<file path="src/rtl/jtag_tap_driver.sv">
// -----------------------------------------------------------------------------
// jtag_tap_driver
//
// JTAG test-port initiator. It walks the target TAP to Run-Test/Idle after
// reset. On each accepted start it performs one IR scan followed by one DR scan
// and returns the DR bits shifted out of the target. The internal state tracks
// the target TAP state cycle by cycle, so TMS/TDI are a plain decode of it.
//
// Parameters
//   IR_LEN  instruction register length (>= 1)
//   DR_LEN  selected data register length (>= 1)
//
// Ports
//   TCLK    in   test clock, all state changes on posedge
//   TRESET  in   asynchronous active-high reset
//   start   in   transaction request, only honoured in IDLE
//   ir_in   in   opcode, shifted LSB first
//   dr_in   in   data word, shifted LSB first
//   TDO     in   target serial output
//   TMS     out  TAP mode select
//   TDI     out  serial data to target
//   busy    out  high in every state except IDLE
//   done    out  one-cycle completion pulse (first IDLE cycle)
//   dr_out  out  captured DR word, held until the next done
// -----------------------------------------------------------------------------
module jtag_tap_driver #(
    parameter int IR_LEN = 4,
    parameter int DR_LEN = 17
) (
    input  logic              TCLK,
    input  logic              TRESET,
    input  logic              start,
    input  logic [IR_LEN-1:0] ir_in,
    input  logic [DR_LEN-1:0] dr_in,
    input  logic              TDO,
    output logic              TMS,
    output logic              TDI,
    output logic              busy,
    output logic              done,
    output logic [DR_LEN-1:0] dr_out
);

    localparam int MAX_LEN = (IR_LEN > DR_LEN) ? IR_LEN : DR_LEN;
    localparam int CNT_W   = $clog2(MAX_LEN + 1);

    localparam logic [CNT_W-1:0] IR_LAST   = CNT_W'(IR_LEN - 1);
    localparam logic [CNT_W-1:0] DR_LAST   = CNT_W'(DR_LEN - 1);
    localparam logic [2:0]       WALK_LAST = 3'd4;  // five TMS=1 cycles

    // Each state equals the target TAP state during the same cycle.
    localparam logic [3:0] S_WALK    = 4'd0;
    localparam logic [3:0] S_SETTLE  = 4'd1;
    localparam logic [3:0] S_IDLE    = 4'd2;
    localparam logic [3:0] S_SEL_DR1 = 4'd3;
    localparam logic [3:0] S_SEL_IR  = 4'd4;
    localparam logic [3:0] S_CAP_IR  = 4'd5;
    localparam logic [3:0] S_SH_IR   = 4'd6;
    localparam logic [3:0] S_EX1_IR  = 4'd7;
    localparam logic [3:0] S_UPD_IR  = 4'd8;
    localparam logic [3:0] S_SEL_DR2 = 4'd9;
    localparam logic [3:0] S_CAP_DR  = 4'd10;
    localparam logic [3:0] S_SH_DR   = 4'd11;
    localparam logic [3:0] S_EX1_DR  = 4'd12;
    localparam logic [3:0] S_UPD_DR  = 4'd13;

    logic [3:0]        state;
    logic [3:0]        state_next;
    logic [2:0]        walk_cnt;
    logic [CNT_W-1:0]  bit_cnt;
    logic [IR_LEN-1:0] ir_shift;
    logic [DR_LEN-1:0] dr_shift;
    logic [DR_LEN-1:0] cap_reg;
    logic [DR_LEN-1:0] cap_next;
    logic              ir_last;
    logic              dr_last;
    logic              accept;

    assign ir_last = (bit_cnt == IR_LAST);
    assign dr_last = (bit_cnt == DR_LAST);
    assign accept  = (state == S_IDLE) && start;
    assign busy    = (state != S_IDLE);

    // Newest TDO bit enters at the MSB, so the first bit out of the target
    // ends up in bit 0 once all DR_LEN bits have been taken.
    always_comb begin
        // NOTE: every signal assigned here gets a default first; a path that
        // leaves one unassigned would infer a latch.
        cap_next           = cap_reg >> 1;
        cap_next[DR_LEN-1] = TDO;
    end

    always_comb begin
        state_next = state;
        case (state)
            S_WALK:    if (walk_cnt == WALK_LAST) state_next = S_SETTLE;
            S_SETTLE:  state_next = S_IDLE;
            S_IDLE:    if (start) state_next = S_SEL_DR1;
            S_SEL_DR1: state_next = S_SEL_IR;
            S_SEL_IR:  state_next = S_CAP_IR;
            S_CAP_IR:  state_next = S_SH_IR;
            S_SH_IR:   if (ir_last) state_next = S_EX1_IR;
            S_EX1_IR:  state_next = S_UPD_IR;
            S_UPD_IR:  state_next = S_SEL_DR2;
            S_SEL_DR2: state_next = S_CAP_DR;
            S_CAP_DR:  state_next = S_SH_DR;
            S_SH_DR:   if (dr_last) state_next = S_EX1_DR;
            S_EX1_DR:  state_next = S_UPD_DR;
            S_UPD_DR:  state_next = S_IDLE;
            default:   state_next = S_WALK;
        endcase
    end

    // TMS is the value that moves the target into state_next at the coming
    // posedge. Only IDLE depends on an input (start), so TMS is otherwise
    // stable for the whole cycle.
    always_comb begin
        TMS = 1'b1;
        case (state)
            S_WALK:    TMS = 1'b1;
            S_SETTLE:  TMS = 1'b0;
            S_IDLE:    TMS = start;
            S_SEL_DR1: TMS = 1'b1;
            S_SEL_IR:  TMS = 1'b0;
            S_CAP_IR:  TMS = 1'b0;
            S_SH_IR:   TMS = ir_last;
            S_EX1_IR:  TMS = 1'b1;
            S_UPD_IR:  TMS = 1'b1;
            S_SEL_DR2: TMS = 1'b0;
            S_CAP_DR:  TMS = 1'b0;
            S_SH_DR:   TMS = dr_last;
            S_EX1_DR:  TMS = 1'b1;
            S_UPD_DR:  TMS = 1'b0;
            default:   TMS = 1'b1;
        endcase
    end

    always_comb begin
        TDI = 1'b0;
        if (state == S_SH_IR) TDI = ir_shift[0];
        if (state == S_SH_DR) TDI = dr_shift[0];
    end

    // NOTE: all state below uses non-blocking assignments so every register
    // sees the pre-edge values of the others, matching the hardware.
    always_ff @(posedge TCLK or posedge TRESET) begin
        if (TRESET) begin
            state    <= S_WALK;
            walk_cnt <= '0;
            bit_cnt  <= '0;
            // NOTE: the shift and capture registers are reset as well; they
            // are small flop banks, not RAM, and a known value keeps TDI clean.
            ir_shift <= '0;
            dr_shift <= '0;
            cap_reg  <= '0;
            dr_out   <= '0;
            done     <= 1'b0;
        end else begin
            state <= state_next;

            if (state == S_WALK) walk_cnt <= walk_cnt + 3'd1;
            else                 walk_cnt <= '0;

            // Counter restarts on entry to each shift state, so it never wraps.
            if (state == S_CAP_IR || state == S_CAP_DR)
                bit_cnt <= '0;
            else if (state == S_SH_IR || state == S_SH_DR)
                bit_cnt <= bit_cnt + CNT_W'(1);

            if (accept) begin
                ir_shift <= ir_in;
                dr_shift <= dr_in;
            end else begin
                if (state == S_SH_IR) ir_shift <= ir_shift >> 1;
                if (state == S_SH_DR) dr_shift <= dr_shift >> 1;
            end

            if (state == S_SH_DR) cap_reg <= cap_next;

            if (state == S_UPD_DR) dr_out <= cap_reg;
            done <= (state == S_UPD_DR);
        end
    end

endmodule

</file>
<file path="config.mk">
export PLATFORM = sky130hd
export DESIGN_NAME = jtag_tap_driver
export DESIGN_NICKNAME = d
export VERILOG_FILES = /design/src/rtl/jtag_tap_driver.sv
export SDC_FILE = /design/constraint.sdc
export NUM_CORES = 1
export LEC_CHECK = 0
export ABC_AREA = 1
export BUFFER_PORTS_ARGS = -buffer_cell sky130_fd_sc_hd__buf_4
export CAP_MARGIN = 10
export CORE_MARGIN = 10
export CORE_UTILIZATION = 60
export DETAILED_ROUTE_END_ITERATION = 6
export PLACE_DENSITY = 0.89
export SLEW_MARGIN = 20
export SYNTH_ARGS = -nofsm -noshare
export SYNTH_HDL_FRONTEND = slang
export SYNTH_SLANG_ARGS = --single-unit
export TNS_END_PERCENT = 1
</file>
<file path="constraint.sdc">
create_clock -name TCLK -period 3.7 [get_ports TCLK]
set_input_delay 0.74 -clock TCLK [delete_from_list [all_inputs] [get_ports TCLK]]
set_output_delay 0.74 -clock TCLK [all_outputs]
set_load 0.005 [all_outputs]
</file>
==> impl_metrics.yaml <==
grt:
  grt_overflow: 0
  track_usage_pct: 16.3
  antenna_found_initial: 0
  grt_max_degree: 51
  grt_pass1_wl_um: 11200
  first_global_vias: 2596
detailed_routing:
  ant_nets: 0
  vias: 2486
  drt_iter0_markers: 192
  wl_um: 6360
  drc: 0
  wl_per_cell_um: 13.2
  viasPerCell: 5.18
  first_pass_iters: 4
sta:
  max_slew_margin_pct: 58.2
  rsz0062_at_grt: "false"
  finalSetupViolCount: 0
  final_max_slew_viol_count: 0
  worst_pin_slew_ps: 626
  fmax_ghz: 0.379
  setup_ws_ps: 1060
  period_needed_ps: 2640
  final_hold_viol_count: 0
  tns_ps: 0
  period_share_pct: 71.4
  skew_ps: 9.81
worst_setup_path:
  required_ps: 2960
  startpoint_type: "flip-flop"
  reg2reg_from: "state[3]"
  worst_path_max_delay_cell: "dfrtp_1"
  slowest_delay_ps: 500
  path_class: "flip-flop to output port"
  cp_max_fo: 13
  timing.critical_path.buf_inv: 2
  path_cells: "nand2_2 > nor2_2 > buf_4 > nand3_1 > nand3_1 > buf_4"
  worst_r2r_path_depth: 6
  r2r_end: "ir_shift[1]"
  crit_arrival_ps: 1900
  rrSetupSlack_ps: 1800
  crit_cells: 6
  worstSetupEndpointType: "output port"
  crit_family: "simple AND/OR/NAND/NOR gates"
cts:
  cts_tree: "built"
  post-cts-setup-buffers: 0
  cts_sinks: 68
  cts_buffer_depth: 2
  clk_latency_ps: 340
  post_cts_resized: 0
  clk_pin_slew_ps: 80
  ctsHoldBuffers: 0
  root_buffer: "clkbuf_8"
  htreeDepth: 3
  cts_buffers: 9
placement:
  pre_cts_ws_ps: 1460
  dpl.hpwl_um: 4460
  placed_cells: 465
  place_area_um2: 3400
  port_buffers: 45
  routabilityCongestion: 0.938
die:
  die_w_um: 91.3
  initial_core_util_pct: 63.2
  dieArea_um2: 8330
  fp.dieH_um: 91.3
  core-area_um2: 4820
  ioPinCount: 46
  rows: 25
synthesis:
  yosys_warnings: 0
  synth_seq_cells: 68
  syn_inst: 362
  netlist.area_leader.share_pct: 55.9
  avgSynthCellArea_um2: 8.42
  synth.cell_area_um2: 3050
  synth_top_area_cell: "dfrtp_1"
  yosysUniqueCellTypes: 24
  seq_area_frac_synth_pct: 55.9
  synth_nets: 391
  synthTopCellsByArea: "dfrtp_1 56%, nand2_1 17%, nand3_1 4.4%, inv_1 4.1%, o21ai_0 3.4%"
power_and_ir_drop:
  ir_worst_vdd_v: 0.000405
  p_leak_nw: 1.92
  power.density_nw_per_um2: 798
final_layout:
  syn_to_final_growth_pct: 17.7
  final_util_pct: 74.5
  final_common_cell: "nand2_1"
  fin_nets: 438
  layout_common_cells: "136 x nand2_1, 68 x dfrtp_1, 47 x buf_4"
  final_cells: 480
  design_area_um2: 3590
  layout-drive-gt1-share_pct: 19.4
  num_antenna_cells: 0
hold_path:
  hold_path.class: "primary input to async pin"
flow_run:
  maxCapViolCount: 0
status:
  status: "completed"
==> worst max-delay path by stage <==
stage	from	endpoint	slack [ps]
2_1_floorplan	TRESET	bit_cnt[0]	1250
3_3_place_gp	state[0]	TMS	1520
3_5_place_dp	state[0]	TMS	1460
4_1_cts	state[0]	TMS	1060
5_1_grt	state[2]	TMS	900
6_report	state[0]	TMS	1060
==> per-stage QoR <==
stage / power [mW] / hold WS, ps
floorplan: 1.91 / 431
global placement: 2.21 / 447
detailed placement: 2.28 / 458
CTS: 2.89 / 375
global route: 3.12 / 395
finish: 2.86 / 374
==> cell usage after synthesis (all sizes together) <==
cell,number
nand2,141
buf,10
nand4,1
nor3,2
o311ai,1
nand3,28
ha,4
o21ai,40
dfrtp,68
clkbuf,1
inv,38
a21oi,3
xnor2,1
nor2,24
==> logic make-up after synthesis <==
group / after synthesis / share of synthesized area [%]
AO/OA/AOI/OAI: 44 / 7.47
XOR/XNOR: 1 / 0.288
adder cells (fa/ha/maj): 4 / 1.64
buffers and inverters: 49 / 7.56
flip-flops: 68 / 55.9
AND/OR/NAND/NOR: 196 / 27.2
==> report_power, final <==
group	internal (mW)	switching (mW)	total [mW]
logic	0.410	0.562	0.972
clock network	0.325	0.275	0.599
registers	1.08	0.210	1.29
==> final cells by class <==
type,count,area [um2]
Sequential cell,68,1700
Timing Repair Buffer,47,353
Fill cell,390,1230
Multi-Input combinational cell,245,1110
Clock buffer,11,141
Tap cell,67,83.8
Clock inverter,4,50.0
Inverter,38,143
==> metal layers <==
layer	vias up	part of all wire [%]	track usage, %
met5	-	0	0
met4	0	2.7	9.14
met3	19	7.0	5.19
met2	66	49	28.0
met1	1174	41	17.3
li1	1227	-	-
No activity file was read; power rests on OpenSTA's default activity.
